==> config.mk <==
export PLATFORM = sky130hd
export DESIGN_NAME = xvga_timing_gen
export DESIGN_NICKNAME = d
export VERILOG_FILES = /design/src/rtl/xvga_timing_gen.sv
export SDC_FILE = /design/constraint.sdc
export NUM_CORES = 1
export LEC_CHECK = 0
export CAP_MARGIN = 5
export CORE_MARGIN = 4
export CORE_UTILIZATION = 45
export CTS_CLUSTER_DIAMETER = 60
export DETAILED_ROUTE_END_ITERATION = 6
export PLACE_DENSITY_LB_ADDON = 0.15
export SLEW_MARGIN = 10
export SYNTH_ARGS = -nofsm -noshare
export SYNTH_HDL_FRONTEND = slang
export SYNTH_SLANG_ARGS = --single-unit
==> constraint.sdc <==
create_clock -name vclock -period 2.3 [get_ports vclock]
set_input_delay 0.46 -clock vclock [delete_from_list [all_inputs] [get_ports vclock]]
set_output_delay 0.46 -clock vclock [all_outputs]
set_load 0.02 [all_outputs]
==> src/rtl/xvga_timing_gen.sv <==
// Raster timing generator for the 1024x768@60 Hz XGA display path.
// Produces registered pixel/line counters plus sync, blank and frame markers.
module xvga_timing_gen #(
  parameter int H_ACTIVE = 1024,
  parameter int H_FP     = 24,
  parameter int H_SYNC   = 136,
  parameter int H_BP     = 160,
  parameter int V_ACTIVE = 768,
  parameter int V_FP     = 3,
  parameter int V_SYNC   = 6,
  parameter int V_BP     = 29,
  parameter bit SYNC_POL = 1'b0
) (
  input  logic        vclock,
  input  logic        reset_n,
  input  logic        pix_en,
  output logic [10:0] hcount,
  output logic [9:0]  vcount,
  output logic        hsync,
  output logic        vsync,
  output logic        blank,
  output logic        line_start,
  output logic        frame_start,
  output logic [7:0]  frame_count
);

  localparam int H_TOTAL = H_ACTIVE + H_FP + H_SYNC + H_BP;
  localparam int V_TOTAL = V_ACTIVE + V_FP + V_SYNC + V_BP;

  localparam logic [10:0] H_LAST     = 11'(H_TOTAL - 1);
  localparam logic [10:0] H_VIS_END  = 11'(H_ACTIVE);
  localparam logic [10:0] HS_START   = 11'(H_ACTIVE + H_FP);
  localparam logic [10:0] HS_STOP    = 11'(H_ACTIVE + H_FP + H_SYNC);
  localparam logic [9:0]  V_LAST     = 10'(V_TOTAL - 1);
  localparam logic [9:0]  V_VIS_END  = 10'(V_ACTIVE);
  localparam logic [9:0]  VS_START   = 10'(V_ACTIVE + V_FP);
  localparam logic [9:0]  VS_STOP    = 10'(V_ACTIVE + V_FP + V_SYNC);

  logic [10:0] hcount_q, hcount_d;
  logic [9:0]  vcount_q, vcount_d;
  logic        hsync_q, hsync_d;
  logic        vsync_q, vsync_d;
  logic        blank_q, blank_d;
  logic        line_start_q, line_start_d;
  logic        frame_start_q, frame_start_d;
  logic [7:0]  frame_count_q, frame_count_d;

  // Decode uses the next counter values so every registered output agrees.
  always_comb begin
    hcount_d      = hcount_q;
    vcount_d      = vcount_q;
    frame_count_d = frame_count_q;
    line_start_d  = 1'b0;
    frame_start_d = 1'b0;
    if (pix_en) begin
      if (hcount_q == H_LAST) begin
        hcount_d     = 11'd0;
        line_start_d = 1'b1;
        if (vcount_q == V_LAST) begin
          vcount_d      = 10'd0;
          frame_start_d = 1'b1;
          frame_count_d = frame_count_q + 8'd1;
        end else begin
          vcount_d = vcount_q + 10'd1;
        end
      end else begin
        hcount_d = hcount_q + 11'd1;
      end
    end
    blank_d = (hcount_d >= H_VIS_END) || (vcount_d >= V_VIS_END);
    hsync_d = ((hcount_d >= HS_START) && (hcount_d < HS_STOP)) ? SYNC_POL : ~SYNC_POL;
    vsync_d = ((vcount_d >= VS_START) && (vcount_d < VS_STOP)) ? SYNC_POL : ~SYNC_POL;
  end

  always_ff @(posedge vclock or negedge reset_n) begin
    if (!reset_n) begin
      hcount_q      <= 11'd0;
      vcount_q      <= 10'd0;
      hsync_q       <= ~SYNC_POL;
      vsync_q       <= ~SYNC_POL;
      blank_q       <= 1'b0;
      line_start_q  <= 1'b0;
      frame_start_q <= 1'b0;
      frame_count_q <= 8'd0;
    end else begin
      hcount_q      <= hcount_d;
      vcount_q      <= vcount_d;
      hsync_q       <= hsync_d;
      vsync_q       <= vsync_d;
      blank_q       <= blank_d;
      line_start_q  <= line_start_d;
      frame_start_q <= frame_start_d;
      frame_count_q <= frame_count_d;
    end
  end

  assign hcount      = hcount_q;
  assign vcount      = vcount_q;
  assign hsync       = hsync_q;
  assign vsync       = vsync_q;
  assign blank       = blank_q;
  assign line_start  = line_start_q;
  assign frame_start = frame_start_q;
  assign frame_count = frame_count_q;

endmodule
# == Word level (Yosys, flattened, before mapping) ==
# Index checks and enable logic that the tools add are counted.
# totals
ff_bits,34
latchBits,0
ram_bits,0
rom_bits,0
input_bits,3
output_inout_bits,34
word_cells,35
n_memories,0
# op_classes
addsub,3
mul,0
div,0
order_cmp,6
eq_ne,2
shift,0
muxes,12
bitwise,0
reduce_logical,4
# ops
operator,count
$mux W10,3
$ge A11 B11 Y1 const B,2
$mux W11,2
$ge A10 B10 Y1 const B,2
$add A11 B1 Y11 const B,1
$eq A11 B11 Y1 const B,1
$lt A11 B11 Y1 const B,1
$add A10 B1 Y10 const B,1
$eq A10 B10 Y1 const B,1
$lt A10 B10 Y1 const B,1
$add A8 B1 Y8 const B,1
$mux W1,7
$reduce_and A3 Y1,1
$logic_and A1 B1 Y1,2
$logic_or A1 B1 Y1,1

# == Longest topological paths before layout ==
# Gate-level depths: netlist of run 1.
# depth
ltp_word,7
ltp_mapped,10
ltp_nobuf,8

# == Least setup slack after synthesis of run 1 ==
# Ideal clock, no wire load.
# synth_path
path_type,register -> register
from,register hcount_q[0] (netlist: hcount[0])
to,register blank_q (netlist: blank)
setup_time_ps,124
t_arrival_ps,2233
required_ps,2176
path_slack_ps,-57
path_stages_with_launch,9
n_path_buf,1
synth_period_minus_slack_ps,2357
cell_sequence,dfrtp_1 ha_1 nand3_1 or4_4 buf_6 nor4_2 xnor2_1 nor2_1 or2_1
# synth_between
elab_chain_len,5
elab_cells_between_ends,9
cone_classes,add/sub (1); order compare (2); eq/ne (1); mux (4); reduce/logical (1)
# synth_lines
element,line,rtl
"start, declared",39,"logic [10:0] hcount_q, hcount_d;"
"start signal, assigned",86,hcount_q <= hcount_d;
$add A11 B1 Y11 or $eq A11 B11 Y1 (tied branches),"67, 56",
$mux W11 or $mux W10 (tied branches),56,if (hcount_q == H_LAST) begin
$mux W11 or $mux W10 (tied branches),55,if (pix_en) begin
$ge A11 B11 Y1 or $ge A10 B10 Y1 (tied branches),70,blank_d = (hcount_d >= H_VIS_END) || (vcount_d >= V_VIS_END);
$logic_or A1 B1 Y1 *,70,
named net blank_d,43,"logic blank_q, blank_d;"
"end signal, assigned",90,blank_q <= blank_d;
"end, declared",43,
# The timed path passes the listed nets; every way through them passes the cells marked *.
# A chain may end at the register's enable or synchronous reset.

# == Worst setup path after layout of run 1 ==
# layout_path
from,register hcount_q[7] (netlist: hcount[7])
to,register vsync_q (netlist: vsync)
# layout_between
elab_chain_len,6
elab_cells_between_ends,7
cone_classes,order compare (2); eq/ne (1); mux (3); reduce/logical (1)
# layout_lines
element,line,rtl
$eq A11 B11 Y1 *,56,
$mux W10 *,56,
$mux W10 *,55,
$ge A10 B10 Y1 or $lt A10 B10 Y1 (tied branches),72,vsync_d = ((vcount_d >= VS_START) && (vcount_d < VS_STOP)) ? SYNC_POL : ~SYNC_POL;
$logic_and A1 B1 Y1 *,72,
$mux W1 *,72,
named net vsync_d,42,"logic vsync_q, vsync_d;"
"end signal, assigned",80,vsync_q <= ~SYNC_POL;
"end signal, assigned",89,vsync_q <= vsync_d;
"end, declared",42,
# Marked as above.

==> flow_results.xml, run 1 <==
<?xml version="1.0" encoding="UTF-8"?>
<metrics>
  <group name="logic_synthesis">
    <metric name="synth_top_area_cell" unit="">sky130_fd_sc_hd__dfrtp_1</metric>
    <metric name="synth_top_family_by_area" unit="">simple AND/OR/NAND/NOR gates</metric>
    <metric name="synth.area.mux_share" unit="%">5.01</metric>
    <metric name="netlist_top_cells_count" unit="">sky130_fd_sc_hd__dfrtp_1 (32), sky130_fd_sc_hd__nor2_1 (19), sky130_fd_sc_hd__nand2_1 (13), sky130_fd_sc_hd__nand3_1 (9), sky130_fd_sc_hd__xnor2_1 (9)</metric>
    <metric name="mappedNetlistNets" unit="">172</metric>
    <metric name="synth-compound-area-share" unit="%">8.59</metric>
    <metric name="synth_enable_flop_cells" unit="">0</metric>
    <metric name="post-synth-top-count-cell" unit="">sky130_fd_sc_hd__dfrtp_1</metric>
    <metric name="yosys.area_share.xor_xnor" unit="%">8.02</metric>
    <metric name="yosysUniqueCellTypes" unit="">44</metric>
    <metric name="postSynth.asyncResetShare" unit="%">100</metric>
    <metric name="ys_dominant_reg_cell" unit="">sky130_fd_sc_hd__dfrtp_1</metric>
    <metric name="synthAdderAreaFrac" unit="%">2.86</metric>
    <metric name="synthSimpleGateAreaFrac" unit="%">23.1</metric>
    <metric name="postSynthAreaPerCell" unit="um^2">10.6</metric>
    <metric name="synth.area.top_cells" unit="">sky130_fd_sc_hd__dfrtp_1 (46%), sky130_fd_sc_hd__xnor2_1 (4.5%), sky130_fd_sc_hd__nor2_1 (4.1%)</metric>
    <metric name="synth.yosys.seq_area_share" unit="%">48.8</metric>
    <metric name="synth_area" unit="um^2">1750</metric>
    <metric name="synth.ff_latch_count" unit="">34</metric>
    <metric name="yosysWarningCount" unit="">0</metric>
    <metric name="netlist.area_leader.share" unit="%">45.8</metric>
    <metric name="gate_count_after_technology_mapping" unit="">165</metric>
  </group>
  <group name="critical_path">
    <metric name="criticalPathCategory" unit="">flip-flop to flip-flop</metric>
    <metric name="combined_buffer_and_inverter_count_along_the_critical_path" unit="">2</metric>
    <metric name="cp_data_required_time" unit="ns">2.51</metric>
    <metric name="crit_path_end_kind" unit="">flip-flop</metric>
    <metric name="timing.rr.end" unit="">vsync</metric>
    <metric name="nature_of_the_critical_path_startpoint" unit="">flip-flop</metric>
    <metric name="cp_slowest_cell" unit="">sky130_fd_sc_hd__or4_4</metric>
    <metric name="cp_slowest_stage_delay" unit="ns">0.51</metric>
    <metric name="worst-path-max-fanout" unit="">7</metric>
    <metric name="crit_chain" unit="">or3b_4 &gt; or4_4 &gt; inv_6 &gt; buf_6 &gt; nor2_1 &gt; a211o_1 &gt; mux2i_1 &gt; nand3_1</metric>
    <metric name="cpLargestDelayFamily" unit="">simple AND/OR/NAND/NOR gates</metric>
    <metric name="rrSetupSlack" unit="ns">0.09</metric>
    <metric name="r2r-start" unit="">hcount[7]</metric>
    <metric name="timing.critical_path.arrival" unit="ns">2.42</metric>
    <metric name="r2r_cells" unit="">8</metric>
  </group>
  <group name="die">
    <metric name="row_count" unit="">22</metric>
    <metric name="initial_core_util" unit="%">47.0</metric>
    <metric name="fp.coreArea" unit="um^2">3720</metric>
    <metric name="fp.dieArea" unit="um^2">4950</metric>
    <metric name="top_level_ports" unit="">37</metric>
    <metric name="floorplan.die.height" unit="um">70.3</metric>
    <metric name="fp.dieW" unit="um">70.3</metric>
  </group>
  <group name="layout">
    <metric name="layout-area-overhead-vs-synth" unit="%">43.5</metric>
    <metric name="finalCoreUtilization" unit="%">67.5</metric>
    <metric name="insertedDiodeCount" unit="">0</metric>
    <metric name="fin_area" unit="um^2">2510</metric>
    <metric name="fin_nets" unit="">243</metric>
    <metric name="post_route_cells_drive_above_1_share" unit="%">26.6</metric>
    <metric name="final.fill_count" unit="">302</metric>
  </group>
  <group name="place">
    <metric name="place_area" unit="um^2">2380</metric>
    <metric name="gp_congestion" unit="">0.895</metric>
    <metric name="total_of_buffers_placed_on_input_and_output_ports" unit="">36</metric>
    <metric name="dp_hpwl" unit="mm">3.09</metric>
  </group>
  <group name="hold_path">
    <metric name="hold-path-endpoint" unit="">frame_count[7]</metric>
    <metric name="worst_hold_path_type" unit="">flip-flop to flip-flop</metric>
    <metric name="hold_path_cells" unit="">1</metric>
    <metric name="timing.hold.worst.start" unit="">frame_count[7]</metric>
  </group>
  <group name="timing">
    <metric name="grt_setup_unrepaired" unit="">yes</metric>
    <metric name="worstMarginPinSlew" unit="ns">0.430</metric>
    <metric name="hold_violations" unit="">0</metric>
    <metric name="maxSlewHeadroom" unit="%">71.4</metric>
    <metric name="min_period_over_period" unit="%">96.1</metric>
    <metric name="min_period" unit="ns">2.21</metric>
    <metric name="fmax" unit="MHz">452</metric>
    <metric name="setup_violations" unit="">0</metric>
    <metric name="slew_violations" unit="">0</metric>
    <metric name="post_route_skew" unit="ns">0.00646</metric>
  </group>
  <group name="clock_network">
    <metric name="clkTransAtPathRegs" unit="ns">0.07</metric>
    <metric name="cts-root-to-sink-buffers" unit="">2</metric>
    <metric name="cts_hold_buffers" unit="">0</metric>
    <metric name="clk_root_buffer_cell" unit="">sky130_fd_sc_hd__clkbuf_8</metric>
    <metric name="worst_skew_pair.late_latency" unit="ns">0.28</metric>
    <metric name="cts-htree-levels" unit="">2</metric>
    <metric name="cts_setup_buffers" unit="">0</metric>
    <metric name="post_cts_resize_count" unit="">0</metric>
    <metric name="cts_made_buffers" unit="">5</metric>
    <metric name="cts_tree" unit="">built</metric>
    <metric name="tritoncts_num_sinks" unit="">34</metric>
  </group>
  <group name="routing">
    <metric name="route.vias.total" unit="">1473</metric>
    <metric name="wl_per_cell" unit="um">14.7</metric>
    <metric name="detail_route.vias_per_cell" unit="">5.17</metric>
    <metric name="drtPass1Iterations" unit="">4</metric>
    <metric name="drt-initial-drc-count" unit="">68</metric>
    <metric name="routed_wirelength" unit="mm">4.18</metric>
    <metric name="route.antenna.remaining_nets" unit="">0</metric>
    <metric name="drt_drc_violations_left" unit="">0</metric>
  </group>
  <group name="global_routing">
    <metric name="grt_start_max_net_pins" unit="">35</metric>
    <metric name="first_pass_grt_wire_length" unit="mm">7.04</metric>
    <metric name="vias_in_the_first_global_route" unit="">1475</metric>
    <metric name="overflow_after_grt" unit="">0</metric>
    <metric name="globalRouteTotalUtil" unit="%">17.7</metric>
    <metric name="antenna_violations_before_repair" unit="">0</metric>
  </group>
  <group name="pwr">
    <metric name="power.ir.vdd_worst" unit="V">0.000392</metric>
    <metric name="power-per-cell-area" unit="nW/um^2">661</metric>
    <metric name="p_leak" unit="nW">1.12</metric>
  </group>
  <group name="status">
    <metric name="status" unit="">finished clean</metric>
  </group>
  <group name="run">
    <metric name="max_cap_violations" unit="">0</metric>
  </group>
</metrics>
[layer usage]
| metal | vias to the layer above | global-route usage [%] | wire (um) |
|---|---|---|---|
| met2 | 51 | 28.9 | 1990 |
| met5 | - | 0 | 0 |
| met4 | 0 | 3.83 | 39 |
| met1 | 689 | 23.5 | 1900 |
| met3 | 6 | 4.60 | 255 |
| li1 | 727 | - | - |
[report_power, final]
| group | total, W | internal (W) | switching (W) |
|---|---|---|---|
| combinational | 0.000477 | 0.000237 | 0.000241 |
| clock | 0.000460 | 0.000241 | 0.000220 |
| sequential | 0.000720 | 0.000661 | 0.0000595 |
[area by class of cell]
cell class	instances	area [um^2]	area share, %
Clock inverter	2	12.5	0.499
Sequential cell	34	857	34.2
Clock buffer	6	82.6	3.29
Inverter	7	31.3	1.25
Tap cell	48	60.1	2.39
Timing Repair Buffer	68	607	24.2
Multi-Input combinational cell	120	858	34.2
[how the worst max path moves through the flow]
stage               cells past startpoint        from  slack [ns]    end
floorplan                               7  hcount[10]        0.01  blank
CTS                                     8      pix_en        0.04  vsync
global placement                        7      pix_en       -0.23  blank
detailed placement                      8      pix_en       -0.27  vsync
global route                            5   hcount[7]       -0.01  vsync
finish                                  8   hcount[7]        0.09  vsync
[cells in the final DEF, fill, tap and decap left out, types with 3 or more instances in the layout]
master	count
sky130_fd_sc_hd__clkdlybuf4s50_1	35
sky130_fd_sc_hd__buf_4	31
sky130_fd_sc_hd__dfrtp_1	29
sky130_fd_sc_hd__nor2_1	19
sky130_fd_sc_hd__nand2_1	13
sky130_fd_sc_hd__xnor2_1	9
sky130_fd_sc_hd__nand3_1	8
sky130_fd_sc_hd__xor2_1	7
sky130_fd_sc_hd__inv_1	6
sky130_fd_sc_hd__mux2_2	6
sky130_fd_sc_hd__clkbuf_8	6
sky130_fd_sc_hd__nand4_1	5
sky130_fd_sc_hd__nor4_1	5
sky130_fd_sc_hd__o21ai_0	5
sky130_fd_sc_hd__ha_1	4
sky130_fd_sc_hd__nand2b_1	3
sky130_fd_sc_hd__a21oi_1	3
sky130_fd_sc_hd__dfrtp_2	3
[state kept, by name, summed over array words and instances, names as in the netlist]
name	cells
frame_count	8
vcount	10
line_start	1
frame_start	1
blank	1
vsync	1
hsync	1
hcount	11
[cell families (layout without fill, tap and decap cells)]
family	count (synthesis)	after routing
compound gates	21	21
xor+xnor	16	16
fa+ha+maj	4	4
buf+inv	11	83
flops	34	34
mux	8	8
simple gates	71	71
[stage by stage]
step	setup slack, ns	setup TNS (ns)	std cells	total power (W)	hold WS, ns
floorplan	0.0119	0	165	0.000978	0.164
global placement	-0.233	-1.40	277	0.00119	0.457
detailed placement	-0.272	-1.87	277	0.00121	0.479
CTS	0.0415	0	285	0.00167	0.493
global route	-0.0104	-0.0104	285	0.00175	0.511
finish	0.0899	0	285	0.00166	0.484
Note: power is estimated with default switching activity, not from simulation.
==> inputs of run 2 (changes only) <==
Settings changed: CTS_CLUSTER_DIAMETER 60 to 100, GPL_TIMING_DRIVEN set to 0.
==> run 2 against run 1 <==
  * First-iteration DRC count is 54% higher
  * Global-route usage is 1.2 points lower
  * Register-to-register slack worse by 0.06 ns
  * Core utilization is 2.6 points lower
  * Sequential cell count stayed put
  * Sequential share of layout area is 1.3 points higher
  * Combinational power is 4% lower
  * Largest power group unchanged
  * Critical path type unchanged
  * Clock-buffer cell count is 1 higher
  * Hold slack worse by 0.25 ns
  * Power is 0.61% lower
  * Setup slack worse by 0.060 ns
  * Critical path depth is 1 lower
==> flow_results.xml, run 2 (same netlist as run 1, synthesis figures left out) <==
<?xml version="1.0" encoding="UTF-8"?>
<metrics>
  <group name="status">
    <metric name="status" unit="">finished clean</metric>
  </group>
  <group name="hold_path">
    <metric name="worst_hold_path_type" unit="">input pin to async pin</metric>
  </group>
  <group name="die">
    <metric name="fp.coreArea" unit="um^2">3720</metric>
    <metric name="row_count" unit="">22</metric>
    <metric name="fp.dieW" unit="um">70.3</metric>
    <metric name="fp.dieArea" unit="um^2">4950</metric>
    <metric name="top_level_ports" unit="">37</metric>
    <metric name="floorplan.die.height" unit="um">70.3</metric>
    <metric name="initial_core_util" unit="%">47.0</metric>
  </group>
  <group name="timing">
    <metric name="slew_violations" unit="">0</metric>
    <metric name="maxSlewHeadroom" unit="%">50.1</metric>
    <metric name="fmax" unit="MHz">440</metric>
    <metric name="min_period" unit="ns">2.27</metric>
    <metric name="holdWs" unit="ns">0.238</metric>
    <metric name="worstMarginPinSlew" unit="ns">0.748</metric>
    <metric name="grt_setup_unrepaired" unit="">yes</metric>
    <metric name="timing.final.ws_setup" unit="ns">0.0298</metric>
    <metric name="setup_violations" unit="">0</metric>
    <metric name="post_route_skew" unit="ns">0.00864</metric>
    <metric name="min_period_over_period" unit="%">98.7</metric>
    <metric name="hold_violations" unit="">0</metric>
  </group>
  <group name="routing">
    <metric name="drtPass1Iterations" unit="">4</metric>
    <metric name="routed_wirelength" unit="mm">4.03</metric>
    <metric name="route.vias.total" unit="">1443</metric>
    <metric name="wl_per_cell" unit="um">15.2</metric>
    <metric name="drt_drc_violations_left" unit="">0</metric>
    <metric name="detail_route.vias_per_cell" unit="">5.45</metric>
    <metric name="route.antenna.remaining_nets" unit="">0</metric>
    <metric name="drt-initial-drc-count" unit="">105</metric>
  </group>
  <group name="layout">
    <metric name="largest_reg_flops" unit="">11</metric>
    <metric name="fin_area" unit="um^2">2410</metric>
    <metric name="fin_nets" unit="">223</metric>
    <metric name="highest_count_cells_in_the_layout_ignoring_fill_and_taps" unit="">sky130_fd_sc_hd__clkdlybuf4s50_1 (34), sky130_fd_sc_hd__dfrtp_1 (29), sky130_fd_sc_hd__nor2_1 (18)</metric>
    <metric name="layout-area-overhead-vs-synth" unit="%">38.1</metric>
    <metric name="insertedDiodeCount" unit="">0</metric>
    <metric name="final.fill_count" unit="">299</metric>
    <metric name="post_route_cells_drive_above_1_share" unit="%">21.2</metric>
    <metric name="layout_commonest_cell" unit="">sky130_fd_sc_hd__clkdlybuf4s50_1</metric>
  </group>
  <group name="critical_path">
    <metric name="cp_slowest_cell" unit="">sky130_fd_sc_hd__or4_4</metric>
    <metric name="nature_of_the_critical_path_startpoint" unit="">flip-flop</metric>
    <metric name="cp_slowest_stage_delay" unit="ns">0.44</metric>
    <metric name="r2r-start" unit="">hcount[7]</metric>
    <metric name="timing.critical_path.arrival" unit="ns">2.44</metric>
    <metric name="criticalPathCategory" unit="">flip-flop to flip-flop</metric>
    <metric name="startpoint" unit="">hcount[7]</metric>
    <metric name="worst-path-max-fanout" unit="">5</metric>
    <metric name="crit_chain" unit="">or3b_4 &gt; or4_4 &gt; buf_8 &gt; nor4_4 &gt; xnor2_1 &gt; nor2_1 &gt; or2_1</metric>
    <metric name="cp_data_required_time" unit="ns">2.47</metric>
    <metric name="crit_path_end_kind" unit="">flip-flop</metric>
  </group>
  <group name="place">
    <metric name="gp_congestion" unit="">0.867</metric>
    <metric name="dp_hpwl" unit="mm">2.70</metric>
    <metric name="place_area" unit="um^2">2170</metric>
    <metric name="total_of_buffers_placed_on_input_and_output_ports" unit="">36</metric>
    <metric name="place_worst_setup_slack" unit="ns">-0.633</metric>
  </group>
  <group name="clock_network">
    <metric name="tritoncts_num_sinks" unit="">34</metric>
    <metric name="clk_root_buffer_cell" unit="">sky130_fd_sc_hd__clkbuf_8</metric>
    <metric name="cts-root-to-sink-buffers" unit="">2</metric>
    <metric name="cts_tree" unit="">built</metric>
    <metric name="cts_made_buffers" unit="">5</metric>
    <metric name="cts-htree-levels" unit="">2</metric>
    <metric name="clkTransAtPathRegs" unit="ns">0.07</metric>
    <metric name="worst_skew_pair.late_latency" unit="ns">0.29</metric>
  </group>
  <group name="global_routing">
    <metric name="globalRouteTotalUtil" unit="%">16.4</metric>
    <metric name="first_pass_grt_wire_length" unit="mm">6.46</metric>
    <metric name="vias_in_the_first_global_route" unit="">1317</metric>
    <metric name="overflow_after_grt" unit="">0</metric>
    <metric name="antenna_violations_before_repair" unit="">0</metric>
    <metric name="grt_start_max_net_pins" unit="">35</metric>
  </group>
  <group name="pwr">
    <metric name="power-per-cell-area" unit="nW/um^2">683</metric>
    <metric name="power.ir.vdd_worst" unit="V">0.000365</metric>
    <metric name="p_leak" unit="nW">1.05</metric>
  </group>
  <group name="run">
    <metric name="max_cap_violations" unit="">0</metric>
  </group>
</metrics>
[run 2: critical path, delay by kind of cell (launching register included)]
kind,cells,cell delay [ns]
buffers and inverters,1,0.16
XOR/XNOR,1,0.15
flip-flops,1,0.41
AND/OR/NAND/NOR,5,1.43
[run 2: final timing paths]
check	endpoint	slack (ns)	cells past startpoint
min reg2reg	frame_count[7]	0.47	1
max	blank	0.03	7
min in group vclock	frame_count[7]	0.47	1
min	frame_count[2]	0.24	1
max reg2reg	blank	0.03	7
max in group asynchronous	hcount[1]	1.53	1
[run 2: what timing repair did]
action                     in CTS  in global routing
gates resized for setup         8                  9
setup buffers                   6                  2
pin swaps                       1                  6
hold buffers                    0                  0
cloned                          0                  1
setup endpoints to repair      11                  6
[run 2: area by class of cell]
class / count / area (um^2) / area share [%]
Multi-Input combinational cell: 120 / 905 / 37.5
Sequential cell: 34 / 857 / 35.5
Clock inverter: 1 / 5.00 / 0.207
Buffer: 3 / 30.0 / 1.24
Tap cell: 48 / 60.1 / 2.49
Timing Repair Buffer: 45 / 439 / 18.2
Inverter: 7 / 31.3 / 1.30
Clock buffer: 7 / 86.3 / 3.58
[run 2: routing by layer]
metal / global-route usage, % / part of all wire (%) / up-vias
met5: 0 / 0 / -
met4: 6.81 / 0.97 / 0
met3: 4.46 / 5.4 / 4
met2: 25.9 / 51 / 44
met1: 21.2 / 43 / 705
li1: - / - / 690
[run 2: per-stage QoR]
stage | utilization (%) | total power (W) | instances | setup TNS (ns)
2_1_floorplan | - | 0.000978 | 165 | 0
3_3_place_gp | 58.5 | 0.00114 | 249 | -7.64
3_5_place_dp | 58.3 | 0.00115 | 249 | -8.50
4_1_cts | 62.9 | 0.00163 | 263 | 0
5_1_grt | 64.9 | 0.00173 | 265 | -0.0940
6_report | 64.9 | 0.00165 | 265 | 0
[run 2: power breakdown]
part,switching [W],internal [W],total [W]
registers,0.0000827,0.000661,0.000744
clock network,0.000205,0.000241,0.000446
logic,0.000234,0.000224,0.000458
total,0.000521,0.00113,0.00165
